File: config.mk
export PLATFORM = sky130hd
export DESIGN_NAME = ctrl_sequencer
export DESIGN_NICKNAME = d
export VERILOG_FILES = /design/src/rtl/ctrl_sequencer.sv
export SDC_FILE = /design/constraint.sdc
export NUM_CORES = 1
export LEC_CHECK = 0
export BUFFER_PORTS_ARGS = -buffer_cell sky130_fd_sc_hd__buf_4
export CAP_MARGIN = 5
export CORE_MARGIN = 3
export CORE_UTILIZATION = 30
export DETAILED_ROUTE_END_ITERATION = 16
export PLACE_DENSITY = 0.52
export RECOVER_POWER = 50
export SLEW_MARGIN = 10
export SYNTH_ARGS = -nofsm -noshare
export SYNTH_HDL_FRONTEND = slang
export SYNTH_SLANG_ARGS = --single-unit
File: constraint.sdc
create_clock -name clk -period 4.65 [get_ports clk]
set_clock_uncertainty 0.2 [all_clocks]
set_input_delay 1.395 -clock clk [delete_from_list [all_inputs] [get_ports clk]]
set_output_delay 1.395 -clock clk [all_outputs]
set_load 0.01 [all_outputs]
File: src/rtl/ctrl_sequencer.sv
// ctrl_sequencer
//   Eight-phase fetch/execute sequencer for the 8-bit accumulator CPU.
//   A phase counter steps 0..7 once per clock. All control strobes are decoded
//   combinationally from the phase, the IR opcode, the ALU zero flag and a
//   sticky halt latch. Executing HLT freezes the phase at OP_ADDR until rst.
//
// Ports
//   clk      in   clock, rising edge
//   rst      in   synchronous active-high reset
//   opcode   in   [2:0] IR[7:5]: HLT SKZ ADD AND XOR LDA STO JMP (0..7)
//   zero     in   accumulator-is-zero flag from the ALU
//   phase    out  [2:0] current phase (registered)
//   sel      out  address mux select: 1 = PC, 0 = IR operand
//   mem_rd   out  memory read enable
//   load_ir  out  capture memory data into the IR
//   inc_pc   out  PC increment
//   load_pc  out  PC load from the IR operand
//   load_ac  out  accumulator load from the ALU output
//   mem_wr   out  memory write strobe
//   data_e   out  accumulator drives the data bus
//   halt     out  CPU halted
module ctrl_sequencer (
  input  logic       clk,
  input  logic       rst,
  input  logic [2:0] opcode,
  input  logic       zero,
  output logic [2:0] phase,
  output logic       sel,
  output logic       mem_rd,
  output logic       load_ir,
  output logic       inc_pc,
  output logic       load_pc,
  output logic       load_ac,
  output logic       mem_wr,
  output logic       data_e,
  output logic       halt
);

  typedef enum logic [2:0] {
    INST_ADDR  = 3'd0,
    INST_FETCH = 3'd1,
    INST_LOAD  = 3'd2,
    IDLE       = 3'd3,
    OP_ADDR    = 3'd4,
    OP_FETCH   = 3'd5,
    ALU_OP     = 3'd6,
    STORE      = 3'd7
  } phase_t;

  localparam logic [2:0] OP_HLT = 3'd0;
  localparam logic [2:0] OP_SKZ = 3'd1;
  localparam logic [2:0] OP_ADD = 3'd2;
  localparam logic [2:0] OP_AND = 3'd3;
  localparam logic [2:0] OP_XOR = 3'd4;
  localparam logic [2:0] OP_LDA = 3'd5;
  localparam logic [2:0] OP_STO = 3'd6;
  localparam logic [2:0] OP_JMP = 3'd7;

  phase_t     phase_q, phase_d;
  logic       halted_q, halted_d;
  logic [2:0] phase_inc;
  logic       alu_op;

  always_ff @(posedge clk) begin
    if (rst) begin
      phase_q  <= INST_ADDR;
      halted_q <= 1'b0;
    end else begin
      phase_q  <= phase_d;
      halted_q <= halted_d;
    end
  end

  assign phase     = phase_q;
  assign phase_inc = phase_q + 3'd1;
  assign alu_op    = (opcode == OP_ADD) || (opcode == OP_AND) ||
                     (opcode == OP_XOR) || (opcode == OP_LDA);

  always_comb begin
    phase_d  = phase_q;
    halted_d = halted_q;
    sel      = 1'b0;
    mem_rd   = 1'b0;
    load_ir  = 1'b0;
    inc_pc   = 1'b0;
    load_pc  = 1'b0;
    load_ac  = 1'b0;
    mem_wr   = 1'b0;
    data_e   = 1'b0;
    halt     = 1'b0;

    if (halted_q) begin
      // Frozen: only the halt indication is driven, inputs are ignored.
      halt = 1'b1;
    end else begin
      phase_d = phase_t'(phase_inc);
      case (phase_q)
        INST_ADDR: begin
          sel = 1'b1;
        end
        INST_FETCH: begin
          sel    = 1'b1;
          mem_rd = 1'b1;
        end
        INST_LOAD, IDLE: begin
          sel     = 1'b1;
          mem_rd  = 1'b1;
          load_ir = 1'b1;
        end
        OP_ADDR: begin
          if (opcode == OP_HLT) begin
            // Hold the phase here and latch halt on the next edge.
            halt     = 1'b1;
            halted_d = 1'b1;
            phase_d  = phase_q;
          end else begin
            inc_pc = 1'b1;
          end
        end
        OP_FETCH: begin
          mem_rd = alu_op;
        end
        ALU_OP: begin
          mem_rd  = alu_op;
          // SKZ skips by adding a second PC increment when the accumulator is zero.
          inc_pc  = (opcode == OP_SKZ) && zero;
          load_pc = (opcode == OP_JMP);
          data_e  = (opcode == OP_STO);
        end
        STORE: begin
          mem_rd  = alu_op;
          load_ac = alu_op;
          inc_pc  = (opcode == OP_JMP);
          load_pc = (opcode == OP_JMP);
          mem_wr  = (opcode == OP_STO);
          data_e  = (opcode == OP_STO);
        end
        default: begin
          phase_d = INST_ADDR;
        end
      endcase
    end
  end

endmodule

==> results.cfg <==
[run_status]
status = finished, final reports clean

[logic_synthesis]
synth_top_cells_by_count = 7 x ha_1, 5 x inv_1, 5 x nor2_1
netlist_instances = 52
synth_seq_area_share = 0.1803
ys_top_cells_by_area = ha_1 20%, dfxtp_1 18%, a31oi_4 4.8%, a21oi_1 4.5%, inv_1 4.2%
yosys.area.top_type_share = 0.1972
syn-cell-area_um2 = 444.2
synth_ff_type = dfxtp_1
async_flop_share = 0
synth_nets = 65
synth.largest_area_cell = ha_1
synth.avg_cell_area_um2 = 8.542
yosys_warnings = 0
synth-edff-count = 0
ys_ff_latch = 4
yosys.cell_count.top_type = ha_1
ys_types = 28

[sta]
layout_worst_path_cycle_share = 0.8607
fin_setup_tns_ns = 0
slew-limit-headroom = 0.6371
finalHoldViolCount = 0
worst-slew-pin-transition_ns = 0.5419
fmax_mhz = 249.9
setup_viol = 0
fin_crit_ns = 4.002
grt_setup_unrepaired = no
slew_viol_final = 0

[drt]
wl_um = 926
routed-via-count = 415
wl_met2_um = 402
antenna_left = 0
firstDrtPassIters = 2
drt-wirelength-per-cell_um = 10.89
wl_met1_um = 468
wl_met3_um = 55
drc = 0
via_per_inst = 4.882
drt_first_iter_violations = 4
top_layer_used = met3

[clock_tree]
clk_path_buf_depth = 2
root_buffer = clkbuf_4
numClockSinks = 4
clk_pin_slew_ns = 0.04
h-tree-depth = 1
cts_hold_buf = 0
clock_latency_ns = 0.23
post_cts_resized = 0
cts_made_buffers = 3
cts_setup_buffers = 0
cts_tree = yes

[cells_and_area]
area_growth_pct = 27.32
layout.nets = 85
final_design_area_no_fill_um2 = 565.5
fin_util = 0.4189
n_antenna_cell = 0
drive_gt1_frac = 0.2714
stdcell_count = 85
nFillCells = 163

[min_path]
hold_depth = 2
hold-path-endpoint = phase[1]
worstHoldPathType = flip-flop to flip-flop
hp-start = phase[1]

[global_route]
grt_usage = 0.1098
grt_pass1_wl_um = 1607
grt_pass1_vias = 370
antenna_found_initial = 0
grt_max_degree = 11
grt_overflow = 0

[setup_path]
path_class = input pin to primary output
r2r_setup_slack_ns = 2.73
crit_chain = clkbuf_1, nor3_1, a31oi_1, inv_1, buf_4
cpPeakStageDelay_ns = 0.46
worstPathMaxFanout = 6
reg2reg_depth = 4
end_kind = primary output
arrival_ns = 2.41
startpoint_type = input pin
worstReg2RegStart = phase[0]
cpMaxStageDelayCell = a31oi_1
crit-reg2reg-capture = phase[0]
crit_required_ns = 3.05

[placed_design]
portBuffers = 17
dp_hpwl_um = 752.5
placed_area_um2 = 581.8
place_inst = 82
gp_congestion = 0.6533

[floorplan]
start_util = 0.3290
die_x_um = 44.48
design.core.area_um2 = 1350
top_level_ports = 18
rows = 13
dieArea_um2 = 1978
die_h_um = 44.48

[pwr]
power_leakage_nw = 0.2595
vdd_ir_drop_max_mv = 0.1121
power_mw = 0.1318
p_per_area_nw_per_um2 = 233.1

[job]
max_cap_viol_count = 0
## metal layers
metal  global-route usage  vias to the layer above
met4              0.09036                        0
met5                    0                        -
met3              0.02439                        0
li1                     -                      225
met2               0.1433                       10
met1               0.1494                      180
## worst max-delay path by stage
stage | from | end | slack [ns]
after floorplan | zero | inc_pc | 1.03
after global placement | opcode[0] | inc_pc | 0.81
after detailed placement | opcode[0] | inc_pc | 0.79
after CTS | opcode[0] | inc_pc | 0.79
after global routing | opcode[1] | halt | 0.55
final | opcode[1] | halt | 0.65
## cell usage in the layout (no fill, tap or decap), types with 2 or more instances in the layout
cell,instances
a21oi_1,4
dfxtp_1,4
ha_1,7
nor3_1,2
nand2_1,3
buf_4,12
nor2_1,5
inv_1,5
nand2b_1,3
clkbuf_1,5
clkbuf_4,3
## kinds of logic after synthesis
kind of cell,synth area share
AOI/OAI and AO/OA,0.2789
DFF,0.1803
muxes,0.05633
and+or+nand+nor,0.2057
xor gates and xnor gates,0.01972
buffers and inverters,0.06196
adders and majority gates,0.1972
## state kept, by name, summed over array words and instances (netlist names)
signal    flops
phase         3
halted_q      1
## worst max-delay path: cells and delay by family
family                 cells  cell delay (ns)
AOI/OAI and AO/OA          1             0.46
buffers and inverters      3             0.45
and+or+nand+nor            1             0.10
## power breakdown
part | internal [mW] | switching (mW) | total [mW]
clock network | 0.0288 | 0.0132 | 0.0420
registers | 0.0374 | 0.00455 | 0.0419
logic | 0.0225 | 0.0254 | 0.0479
total | 0.0887 | 0.0432 | 0.132
## through the flow
| stage | hold WS (ns) | setup WS (ns) |
|---|---|---|
| 6_report | 0.3272 | 0.6479 |
| 5_1_grt | 0.3708 | 0.5461 |
| 4_1_cts | 0.3341 | 0.7876 |
| 3_5_place_dp | 0.3288 | 0.7858 |
| 3_3_place_gp | 0.3322 | 0.8108 |
| 2_1_floorplan | 0.3341 | 1.034 |
## layout make-up
class / count / area (µm²) / area share
clock buffer: 3 / 22.52 / 0.03982
inverter: 5 / 18.77 / 0.03319
multi-input combinational: 41 / 316.6 / 0.5597
sequential: 4 / 80.08 / 0.1416
tap: 15 / 18.77 / 0.03319
timing repair buffer: 17 / 108.9 / 0.1925
No activity file was read; power rests on OpenSTA's default activity.
